--- src/rtl/spi_slave_16bit.sv ---
// spi_slave_16bit: SPI mode-0 (CPOL=0, CPHA=0) responder for 16-bit MSB-first
// frames. SCLK, CS and MOSI are oversampled in the clk domain; MISO is driven
// from a transmit word preloaded by local logic through tx_data/tx_wr.
module spi_slave_16bit #(
    parameter int          SYNC_STAGES = 2,
    parameter logic [15:0] IDLE_WORD   = 16'h0000
) (
    input  logic        clk,
    input  logic        reset_n,
    input  logic        sclk,
    input  logic        CS,
    input  logic        mosi,
    output logic        miso,
    output logic        miso_oe,
    input  logic [15:0] tx_data,
    input  logic        tx_wr,
    output logic        tx_pending,
    output logic [15:0] rx_data,
    output logic        rx_valid,
    output logic        busy,
    output logic        frame_err
);

    typedef enum logic [1:0] {IDLE, SHIFT, DONE} state_t;

    state_t state_q, state_d;

    logic [SYNC_STAGES-1:0] sclk_sync_q, cs_sync_q, mosi_sync_q;
    logic                   sclk_d1_q, cs_d1_q;
    logic [SYNC_STAGES:0]   flush_q;
    logic                   armed_q, armed_d;

    logic [15:0] tx_hold_q,  tx_hold_d;
    logic        tx_pending_q, tx_pending_d;
    logic [15:0] tx_shift_q, tx_shift_d;
    logic [15:0] rx_shift_q, rx_shift_d;
    logic [15:0] rx_data_q,  rx_data_d;
    logic [4:0]  bit_cnt_q,  bit_cnt_d;
    logic        complete_q, complete_d;
    logic        rx_valid_q, rx_valid_d;
    logic        frame_err_q, frame_err_d;
    logic        miso_q,     miso_d;
    logic        miso_oe_q,  miso_oe_d;
    logic        busy_q,     busy_d;

    logic sclk_s, cs_s, mosi_s;
    logic sclk_rise, sclk_fall, cs_fall, cs_rise, frame_start;
    logic [15:0] start_word;

    // Synchronizers plus one edge-detect stage; reset loads idle bus levels.
    always_ff @(posedge clk) begin
        // NOTE: all sequential state uses non-blocking assignments so every flop samples pre-edge values.
        if (!reset_n) begin
            sclk_sync_q <= '0;
            cs_sync_q   <= '1;
            mosi_sync_q <= '0;
            sclk_d1_q   <= 1'b0;
            cs_d1_q     <= 1'b1;
            flush_q     <= '0;
            armed_q     <= 1'b0;
        end else begin
            sclk_sync_q <= {sclk_sync_q[SYNC_STAGES-2:0], sclk};
            cs_sync_q   <= {cs_sync_q[SYNC_STAGES-2:0], CS};
            mosi_sync_q <= {mosi_sync_q[SYNC_STAGES-2:0], mosi};
            sclk_d1_q   <= sclk_s;
            cs_d1_q     <= cs_s;
            flush_q     <= {flush_q[SYNC_STAGES-1:0], 1'b1};
            armed_q     <= armed_d;
        end
    end

    assign sclk_s = sclk_sync_q[SYNC_STAGES-1];
    assign cs_s   = cs_sync_q[SYNC_STAGES-1];
    // mosi is taken at the same depth as sclk_s, so it lines up with the detected edge.
    assign mosi_s = mosi_sync_q[SYNC_STAGES-1];

    // Once the chain holds real pin values, arm only after CS is seen high;
    // this discards a frame that was already running when reset released.
    assign armed_d = armed_q | (flush_q[SYNC_STAGES] & cs_s & cs_d1_q);

    assign sclk_rise   = sclk_s & ~sclk_d1_q;
    assign sclk_fall   = ~sclk_s & sclk_d1_q;
    assign cs_fall     = ~cs_s & cs_d1_q & armed_q;
    assign cs_rise     = cs_s & ~cs_d1_q;
    assign frame_start = (state_q == IDLE) && cs_fall;
    assign start_word  = tx_pending_q ? tx_hold_q : IDLE_WORD;

    // FSM state register.
    always_ff @(posedge clk) begin
        if (!reset_n) state_q <= IDLE;
        else          state_q <= state_d;
    end

    // FSM next-state logic; a CS rise on the 16th sclk rise still completes the frame.
    always_comb begin
        // NOTE: default first so no path through this block can infer a latch.
        state_d = state_q;
        unique case (state_q)
            IDLE:  if (cs_fall) state_d = SHIFT;
            SHIFT: begin
                if (sclk_rise && bit_cnt_q == 5'd15) state_d = cs_rise ? IDLE : DONE;
                else if (cs_rise)                    state_d = IDLE;
            end
            DONE:  if (cs_rise) state_d = IDLE;
            default: state_d = IDLE;
        endcase
    end

    // Datapath and output next values.
    always_comb begin
        tx_hold_d    = tx_hold_q;
        tx_pending_d = tx_pending_q;
        tx_shift_d   = tx_shift_q;
        rx_shift_d   = rx_shift_q;
        rx_data_d    = rx_data_q;
        bit_cnt_d    = bit_cnt_q;
        miso_d       = miso_q;
        complete_d   = 1'b0;
        rx_valid_d   = 1'b0;
        frame_err_d  = 1'b0;

        // tx_shift keeps the bits still to go out after the one already on miso.
        if (frame_start) begin
            miso_d       = start_word[15];
            tx_shift_d   = {start_word[14:0], 1'b0};
            tx_pending_d = 1'b0;
            bit_cnt_d    = 5'd0;
        end

        if (state_q == SHIFT) begin
            if (sclk_rise && bit_cnt_q == 5'd15) begin
                rx_shift_d = {rx_shift_q[14:0], mosi_s};
                bit_cnt_d  = 5'd16;
                complete_d = 1'b1;
                miso_d     = 1'b0;
            end else if (cs_rise) begin
                frame_err_d = (bit_cnt_q != 5'd0);
                miso_d      = 1'b0;
            end else if (sclk_rise) begin
                rx_shift_d = {rx_shift_q[14:0], mosi_s};
                bit_cnt_d  = bit_cnt_q + 5'd1;
            end else if (sclk_fall && bit_cnt_q != 5'd0) begin
                miso_d     = tx_shift_q[15];
                tx_shift_d = {tx_shift_q[14:0], 1'b0};
            end
        end else if (state_q == DONE) begin
            miso_d = 1'b0;
        end

        // Publish the word one cycle after the last bit lands.
        if (complete_q) begin
            rx_data_d  = rx_shift_q;
            rx_valid_d = 1'b1;
        end

        // A local write wins over the frame-start clear and stays pending.
        if (tx_wr) begin
            tx_hold_d    = tx_data;
            tx_pending_d = 1'b1;
        end

        miso_oe_d = (state_d != IDLE);
        busy_d    = (state_d != IDLE);
    end

    // Datapath registers, all returned to their idle values on reset.
    always_ff @(posedge clk) begin
        if (!reset_n) begin
            tx_hold_q    <= IDLE_WORD;
            tx_pending_q <= 1'b0;
            tx_shift_q   <= IDLE_WORD;
            rx_shift_q   <= '0;
            rx_data_q    <= '0;
            bit_cnt_q    <= '0;
            complete_q   <= 1'b0;
            rx_valid_q   <= 1'b0;
            frame_err_q  <= 1'b0;
            miso_q       <= 1'b0;
            miso_oe_q    <= 1'b0;
            busy_q       <= 1'b0;
        end else begin
            tx_hold_q    <= tx_hold_d;
            tx_pending_q <= tx_pending_d;
            tx_shift_q   <= tx_shift_d;
            rx_shift_q   <= rx_shift_d;
            rx_data_q    <= rx_data_d;
            bit_cnt_q    <= bit_cnt_d;
            complete_q   <= complete_d;
            rx_valid_q   <= rx_valid_d;
            frame_err_q  <= frame_err_d;
            miso_q       <= miso_d;
            miso_oe_q    <= miso_oe_d;
            busy_q       <= busy_d;
        end
    end

    assign miso       = miso_q;
    assign miso_oe    = miso_oe_q;
    assign tx_pending = tx_pending_q;
    assign rx_data    = rx_data_q;
    assign rx_valid   = rx_valid_q;
    assign busy       = busy_q;
    assign frame_err  = frame_err_q;

endmodule

--- config.mk ---
export PLATFORM = sky130hd
export DESIGN_NAME = spi_slave_16bit
export DESIGN_NICKNAME = d
export VERILOG_FILES = /design/src/rtl/spi_slave_16bit.sv
export SDC_FILE = /design/constraint.sdc
export NUM_CORES = 1
export LEC_CHECK = 0
export BUFFER_PORTS_ARGS = -buffer_cell sky130_fd_sc_hd__buf_2
export CORE_MARGIN = 5
export CORE_UTILIZATION = 30
export DETAILED_ROUTE_END_ITERATION = 16
export PLACE_DENSITY = 0.57
export SLEW_MARGIN = 20
export SYNTH_ARGS = -nofsm -noshare
export SYNTH_HDL_FRONTEND = slang
export SYNTH_SLANG_ARGS = --single-unit
--- constraint.sdc ---
create_clock -name clk -period 1.8 [get_ports clk]
set_input_delay 0.36 -clock clk [delete_from_list [all_inputs] [get_ports clk]]
set_output_delay 0.36 -clock clk [all_outputs]
set_load 0.1 [all_outputs]
==> results of run 1 <==
registers in the layout, indices dropped and copies added, names as in the netlist:
signal,cells
tx_shift_q,16
armed_q,1
tx_pending,1
frame_err,1
busy,1
miso,1
state_q,2
bit_cnt_q,5
cs_d1_q,1
tx_hold_q,16
rx_shift_q,16
mosi_sync_q,2
flush_q,3
complete_q,1
rx_valid,1
cs_sync_q,2
rx_data,16
sclk_sync_q,2
sclk_d1_q,1
through the flow:
stage          cells  total power [W]  setup slack, ps
2_1_floorplan    369         0.002190           0.6097
3_3_place_gp     547         0.002250            57.92
3_5_place_dp     547         0.002254           -8.386
4_1_cts          563         0.004005            12.54
5_1_grt          564         0.004110           -70.10
6_report         564         0.003928            27.39
where the power goes:
| part | switching [W] | internal (W) | leakage (nW) | total [W] |
|---|---|---|---|---|
| combinational | 0.000107 | 0.0000710 | 0.900 | 0.000178 |
| sequential | 0.0000248 | 0.00200 | 0.725 | 0.00203 |
| clock | 0.000776 | 0.000946 | 0.137 | 0.00172 |
cell type report:
cell class	instances	area, um^2
Clock inverter	7	52.55
Tap cell	143	178.9
Inverter	4	15.01
Sequential cell	89	1790
Timing Repair Buffer	66	427.9
Fill cell	1147	7053
Clock buffer	9	225.2
Multi-Input combinational cell	246	1627
Yosys cell counts (2+ instances only):
| cell | count |
|---|---|
| nand2b_1 | 5 |
| and3_1 | 2 |
| buf_4 | 2 |
| nand2_1 | 22 |
| and2_1 | 8 |
| a211oi_1 | 2 |
| nand3_1 | 13 |
| nor3_1 | 16 |
| clkbuf_1 | 14 |
| ha_1 | 3 |
| dfxtp_1 | 89 |
| o31ai_1 | 14 |
| o21a_1 | 2 |
| mux2i_1 | 48 |
| buf_6 | 2 |
| buf_1 | 4 |
| nor2_1 | 53 |
| a31oi_1 | 2 |
| a21oi_1 | 33 |
| buf_2 | 8 |
| nor2b_1 | 2 |
| nand3b_1 | 2 |
| o21ai_0 | 2 |
| inv_1 | 3 |
worst max path at each step:
stage | to | slack (ps) | cells past startpoint
3_3_place_gp | tx_shift_q[2] | 60 | 7
3_5_place_dp | tx_shift_q[9] | -8 | 7
4_1_cts | rx_shift_q[4] | 10 | 8
6_report | rx_shift_q[11] | 30 | 8
5_1_grt | rx_shift_q[15] | -70 | 8
2_1_floorplan | tx_shift_q[0] | 0.6 | 8
per-layer routing:
layer	wire length [um]	share of wire (%)
met4	87	1.2
met1	3575	48
met3	343	4.6
met2	3452	46
met5	0	0
cell families (layout without fill, tap and decap cells):
group / count (synthesis) / after routing / synth area share [%]
XOR/XNOR: 1 / 1 / 0.2518
multiplexers: 48 / 48 / 13.81
AO/OA/AOI/OAI: 63 / 63 / 11.51
flip-flops: 89 / 89 / 51.20
buffers and inverters: 34 / 86 / 4.602
AND/OR/NAND/NOR: 131 / 131 / 17.55
adder cells (fa/ha/maj): 3 / 3 / 1.079
critical path: cells and delay by family (launching register included):
kind | cells | cell delay [ps]
flip-flops | 1 | 360
buffers and inverters | 2 | 330
AND/OR/NAND/NOR | 2 | 240
adder cells (fa/ha/maj) | 2 | 310
AO/OA/AOI/OAI | 1 | 230
multiplexers | 1 | 180
timing repair:
item | in CTS | in global routing
gates cloned | 0 | 1
endpoints found under the setup margin | 8 | 28
hold buffers | 0 | 0
gates resized for setup | 1 | 11
pin swaps | 0 | 8
==> results.toml, run 1 <==
[sta]
hold_slack_ps = 203.7
worst_clock_skew_ps = 4.987
grt_setup_unrepaired = "yes"
maxSlewViolCount = 0
timing.fmax_ghz = 0.5641
hold_viol_final = 0
timing.final.crit_share_pct = 98.48
max_slew_margin_pct = 67.07
setup_viol = 0
tightest_slew_ps = 494.0
fin_setup_tns_ps = 0
fin_crit_ps = 1773

[cells_and_area]
area_delta_synth_final_pct = 24.06
diodes = 0
mostFrequentLayoutCells = "dfxtp_1, nor2_1, mux2i_1"
fin_area_um2 = 4317
layout.cells.most_common = "dfxtp_1"
fin_util_pct = 37.97
nets = 441
drive_gt1_share_pct = 24.47

[synthesis]
synth_area_um2 = 3480
ys_ff_latch = 89
yosys.cell_types.count = 42
synthFlopType = "dfxtp_1"
netlist.area_leader.share_pct = 51.20
postSynthNetCount = 394
synth_area_leaders = "dfxtp_1, mux2i_1, nor2_1, a21oi_1, o31ai_1"
synth-edff-count = 0
synth_top_area_cell = "dfxtp_1"
yosys_warnings = 0
syn_avg_cell_area_um2 = 9.430
syn_inst = 369
ys_seq_area_share_pct = 51.20
async_flop_share_pct = 0

[critical_path]
cp_common_cell = "ha_4"
crit_chain = "ha_4 -> and3_4 -> ha_4 -> buf_6 -> o211ai_4 -> clkbuf_16 -> mux2i_1 -> nor2_1"
cp_slowest_cell = "dfxtp_4"
timing.rr.end = "rx_shift_q[11]"
path_class = "reg -> reg"
start_kind = "flip-flop"
r2r-start = "bit_cnt_q[1]"
required_ps = 2020
crit_path_start = "bit_cnt_q[1]"
crit_fanout = 8
cp.arrival_ps = 1990
ff2ff_path_depth = 8
r2r_slack_ps = 30
worstSetupEndpointType = "flip-flop"
crit_path_max_incr_delay_ps = 360

[drt]
dr.pass1.iters = 4
routedWlPerCell_um = 13.22
drt-initial-drc-count = 139
totalWireLength_um = 7458
route.detailed.drc = 0
dr_total_vias = 2653
via_per_inst = 4.704
ant_nets = 0

[die]
die_h_um = 117.7
coreArea_um2 = 11370
die_x_um = 117.7
dieArea_um2 = 13850
rows = 39
initial_core_util_pct = 30.60
io_pins = 44

[grt]
grt_max_degree = 34
grt_pass1_vias = 2625
use_met2_pct = 17.08
grt_usage_pct = 10.93
use_met1_pct = 13.72
antenna_found_initial = 0
grt_pass1_wl_um = 12470
busiest_layer = "met2"
gr-total-overflow = 0
use_met3_pct = 4.085

[placed_design]
dpl.hpwl_um = 5048
port-buffer-count = 43
place.gp.congestion = 0.7628
place_area_um2 = 3964

[worst_hold_path]
hp-class = "in -> reg"
worstHoldStart = "CS"
hold_end = "cs_sync_q[0]"
holdPathStages = 2

[power]
p_per_area_nw_per_um2 = 909.9
ir_drop_uv = 533.1
leakage_nw = 1.761

[clocking]
post_cts_buffers = 0
clockBufferDepth = 2
worst_skew_pair.late_latency_ps = 340
cts_inserted_buffers = 9
clkTransAtPathRegs_ps = 60
htree_levels = 3
cts_tree = "done"
clk_root_buffer_cell = "clkbuf_16"
clock_sinks = 89

[run_status]
status = "completed"

[flow_run]
drv_cap = 0
No activity file was read; power rests on OpenSTA's default activity.
==> run 2, diff against run 1 <==
- BUFFER_PORTS_ARGS: -buffer_cell sky130_fd_sc_hd__buf_2 -> -buffer_cell sky130_fd_sc_hd__buf_4
==> run 2 against run 1 <==
Against the previous run:
- hold slack better by 2.9 ps
- clock skew is 1.3 ps higher
- clock power is 4% higher
- utilization is 1.1 points higher
- combinational power is 8% higher
- final area is 2.8% higher
- routed wire length is 2.4% lower
- largest power group unchanged
==> results.toml, run 2 (synthesis gave the netlist of run 1 again) <==
[grt]
grt_pass1_wl_um = 12630
busiest_layer = "met2"
use_met1_pct = 13.67
grt_usage_pct = 10.92
gr-total-overflow = 0
grt_pass1_vias = 2607
grt_max_degree = 34
use_met2_pct = 17.54
antenna_found_initial = 0
use_met3_pct = 3.508

[drt]
routedWlPerCell_um = 12.97
dr.pass1.iters = 4
ant_nets = 0
via_per_inst = 4.686
route.detailed.drc = 0
drt-initial-drc-count = 123
totalWireLength_um = 7277
dr_total_vias = 2629

[placed_design]
dpl.hpwl_um = 4859
place_area_um2 = 4059
place.gp.congestion = 0.7479
port-buffer-count = 43

[die]
dieArea_um2 = 13850
initial_core_util_pct = 30.60
coreArea_um2 = 11370
die_x_um = 117.7
io_pins = 44
die_h_um = 117.7
rows = 39

[sta]
setup_viol = 0
timing.fmax_ghz = 0.5709
worst_clock_skew_ps = 6.284
fin_crit_ps = 1752
hold_slack_ps = 206.6
max_slew_margin_pct = 67.46
maxSlewViolCount = 0
grt_setup_unrepaired = "yes"
tightest_slew_ps = 487.4
timing.final.crit_share_pct = 97.32
hold_viol_final = 0

[flow_run]
drv_cap = 0

[clocking]
worst_skew_pair.late_latency_ps = 340
clockBufferDepth = 2
clkTransAtPathRegs_ps = 70
cts_inserted_buffers = 9
clk_root_buffer_cell = "clkbuf_16"
post_cts_buffers = 0
cts_tree = "done"
clock_sinks = 89
htree_levels = 3

[cells_and_area]
fin_util_pct = 39.02
fin_area_um2 = 4437
layout.cells.most_common = "dfxtp_1"
fillers = 1143
drive_gt1_share_pct = 24.16
nets = 438
area_delta_synth_final_pct = 27.51
diodes = 0
mostFrequentLayoutCells = "dfxtp_1, buf_4, nor2_1"

[critical_path]
path_class = "reg -> reg"
r2r_slack_ps = 50
ff2ff_path_depth = 8
timing.rr.end = "rx_shift_q[1]"
crit_fanout = 8
start_kind = "flip-flop"
worstSetupEndpointType = "flip-flop"
required_ps = 2040
cp.arrival_ps = 1990
r2r-start = "bit_cnt_q[1]"

[power]
leakage_nw = 1.769
p_clk_share_pct = 44.7
swShare_pct = 23.35
p_seq_share_pct = 50.5
p_int_w = 0.003076
p_sw_w = 0.0009369
ir_drop_uv = 442.2
finalPower_w = 0.004013
p_per_area_nw_per_um2 = 904.4
combPwrFrac_pct = 4.8

[worst_hold_path]
worstHoldStart = "CS"
hold_end = "cs_sync_q[0]"
hp-class = "in -> reg"
holdPathStages = 2

[run_status]
status = "completed"
## run 2: cell count changes in the layout (fill, tap and decap cells not counted), sizes merged
cell / before / now
clkbuf: 10 / 11
buf: 65 / 62
inv: 7 / 6
## run 2: worst max-delay path by stage
stage	start	end
6_report	bit_cnt_q[1]	rx_shift_q[1]
3_5_place_dp	bit_cnt_q[0]	miso
5_1_grt	bit_cnt_q[1]	miso
4_1_cts	bit_cnt_q[0]	tx_shift_q[4]
3_3_place_gp	bit_cnt_q[0]	tx_shift_q[2]
2_1_floorplan	bit_cnt_q[0]	tx_shift_q[0]
## run 2: layout make-up
type / instances / area [um^2] / area share [%]
well taps: 143 / 178.9 / 4.033
flip-flops and latches: 89 / 1790 / 40.36
multi-input cells: 246 / 1628 / 36.69
repair buffers: 63 / 534.3 / 12.04
clock buffers: 10 / 239.0 / 5.386
clock inverters: 6 / 51.30 / 1.156
inverters: 4 / 15.01 / 0.3384
## run 2: routing by layer
| layer | share of wire, % | up-vias |
|---|---|---|
| met5 | 0 | - |
| met3 | 5.1 | 8 |
| met1 | 46 | 1208 |
| met2 | 47 | 51 |
| met4 | 1.5 | 0 |
| li1 | - | 1362 |
## run 2: power by group through the flow
stage          logic (W)  clock network [W]  registers [W]
4_1_cts         0.000195            0.00186        0.00203
6_report        0.000193            0.00179        0.00203
3_5_place_dp    0.000194                  0        0.00208
2_1_floorplan   0.000115                  0        0.00207
5_1_grt         0.000216            0.00193        0.00203
3_3_place_gp    0.000191                  0        0.00207
## run 2: timing repair
action,4_1_cts,5_1_grt
hold buffers,0,0
setup endpoints to repair,2,29
resized for setup,0,16
pin swaps,0,7
endpoints found under the hold margin,0,0
gates cloned,0,1
## run 2: critical path: stages, from the launching register on
cell	delay, ps
dfxtp_4	360
ha_4	160
and3_4	180
ha_4	150
buf_6	110
o211ai_4	230
clkbuf_16	210
mux2i_1	180
nor2_1	50
## run 2: per-stage QoR
stage                     instances  TNS (ps)  worst slack (ps)
after detailed placement        544         0             35.51
after global placement          544         0             68.50
after floorplan                 369         0            0.6097
after CTS                       560    -9.069            -6.203
after global routing            561    -126.0            -34.81
final                           561         0             48.29
==> run 3, diff against run 2 <==
- RECOVER_POWER: not set -> 100
==> run 3 against run 2 <==
Against the previous run:
- critical endpoint unchanged
- clock power barely moved
- first-iteration DRC count up 2.4%
- critical path type unchanged
- non-clock buffer count unchanged
- sequential power about the same
- hold slack about the same
==> results.toml, run 3 (synthesis gave the netlist of run 1 again) <==
[clocking]
cts_inserted_buffers = 9
htree_levels = 3
clock_sinks = 89
worst_skew_pair.late_latency_ps = 340
clk_root_buffer_cell = "clkbuf_16"
cts_tree = "done"
clockBufferDepth = 2
ctsHoldBuffers = 0
clkTransAtPathRegs_ps = 70

[grt]
grt_pass1_wl_um = 12630
gr-total-overflow = 0
grt_pass1_vias = 2607
antenna_found_initial = 0
grt_max_degree = 34
grt_usage_pct = 10.92

[drt]
dr_total_vias = 2641
routed.top_layer = "met4"
wl_met3_um = 427
drt-initial-drc-count = 126
totalWireLength_um = 7261
via_per_inst = 4.708
routedWlPerCell_um = 12.94
wl_met2_um = 3421
ant_nets = 0
route.detailed.drc = 0
dr.pass1.iters = 4
drt-met1-wl_um = 3302

[critical_path]
required_ps = 2040
crit_fanout = 8
path_class = "reg -> reg"
r2r_slack_ps = 50
cp_slowest_cell = "dfxtp_4"
crit_chain = "ha_4 -> and3_4 -> ha_4 -> buf_6 -> o211ai_4 -> clkbuf_16 -> mux2i_1 -> nor2_1"
cp.arrival_ps = 1990
crit_path_max_incr_delay_ps = 360
cp_common_cell = "ha_4"
crit_family = "flip-flops"
worstSetupEndpointType = "flip-flop"
critPathBufInv = 2
start_kind = "flip-flop"

[sta]
maxSlewViolCount = 0
setup_ws_ps = 48.02
tightest_slew_ps = 524.9
grt_setup_unrepaired = "yes"
worst_clock_skew_ps = 6.506
timing.fmax_ghz = 0.5708
hold_viol_final = 0
max_slew_margin_pct = 65.01
timing.final.crit_share_pct = 97.33
setup_viol = 0
fin_crit_ps = 1752

[power]
p_per_area_nw_per_um2 = 904.6
leakage_nw = 1.765
ir_drop_uv = 442.2

[cells_and_area]
diodes = 0
drive_gt1_share_pct = 24.16
fin_util_pct = 39.00
mostFrequentLayoutCells = "dfxtp_1, buf_4, nor2_1"
layout.cells.most_common = "dfxtp_1"
area_delta_synth_final_pct = 27.44
nets = 438
fillers = 1143

[worst_hold_path]
hp-class = "in -> reg"

[die]
dieArea_um2 = 13850
initial_core_util_pct = 30.60
die_h_um = 117.7
coreArea_um2 = 11370
die_x_um = 117.7
rows = 39
io_pins = 44

[run_status]
status = "completed"

[placed_design]
port-buffer-count = 43
dp_slack_ps = 35.51
dpl.hpwl_um = 4859
place.gp.congestion = 0.7479

[flow_run]
drv_cap = 0
## run 3: cell count changes in the layout (fill, tap and decap cells not counted)
cell,previous run,this run
and2_0,0,4
and2_1,8,4
buf_4,55,54
clkbuf_2,0,1
## run 3: final cells by class
| class | instances | area (um^2) | area share, % |
|---|---|---|---|
| multi-input combinational | 246 | 1628 | 36.71 |
| sequential | 89 | 1790 | 40.38 |
| timing repair buffer | 63 | 531.8 | 11.99 |
| clock inverter | 6 | 51.30 | 1.157 |
| clock buffer | 10 | 239.0 | 5.389 |
| inverter | 4 | 15.01 | 0.3386 |
| tap | 143 | 178.9 | 4.035 |
## run 3: timing repair
| item | in CTS | in global routing |
|---|---|---|
| cloned | 0 | 1 |
| pin swaps | 0 | 7 |
| setup endpoints to repair | 2 | 29 |
| resized for setup | 0 | 16 |
| buffers inserted | 0 | 0 |
## run 3: final timing paths
check | from | endpoint | cells past startpoint
worst max-delay path | bit_cnt_q[0] | rx_shift_q[1] | 8
worst min-delay path | CS | cs_sync_q[0] | 2
worst max register to register | bit_cnt_q[0] | rx_shift_q[1] | 8
worst min register to register | cs_sync_q[0] | cs_sync_q[1] | 1
## run 3: metal layers
layer	global-route usage, %	vias to the layer above
li1	-	1363
met1	13.67	1217
met2	17.54	53
met3	3.508	8
met4	4.086	0
met5	0	-
## run 3: through the flow
stage / hold WS, ps / power, W / TNS (ps) / instances / cell area (um^2)
2_1_floorplan: 386.3 / 0.002190 / 0 / 369 / 3541
3_3_place_gp: 400.6 / 0.002265 / 0 / 544 / 4059
3_5_place_dp: 413.0 / 0.002269 / 0 / 544 / 4059
4_1_cts: 192.2 / 0.004089 / -9.069 / 560 / 4349
5_1_grt: 210.6 / 0.004181 / -126.0 / 561 / 4434
6_report: 206.7 / 0.004011 / 0 / 561 / 4434
## run 3: power by group
| group | internal (W) | switching, W |
|---|---|---|
| clock network | 0.000989 | 0.000803 |
| logic | 0.0000842 | 0.000108 |
| registers | 0.00200 | 0.0000251 |
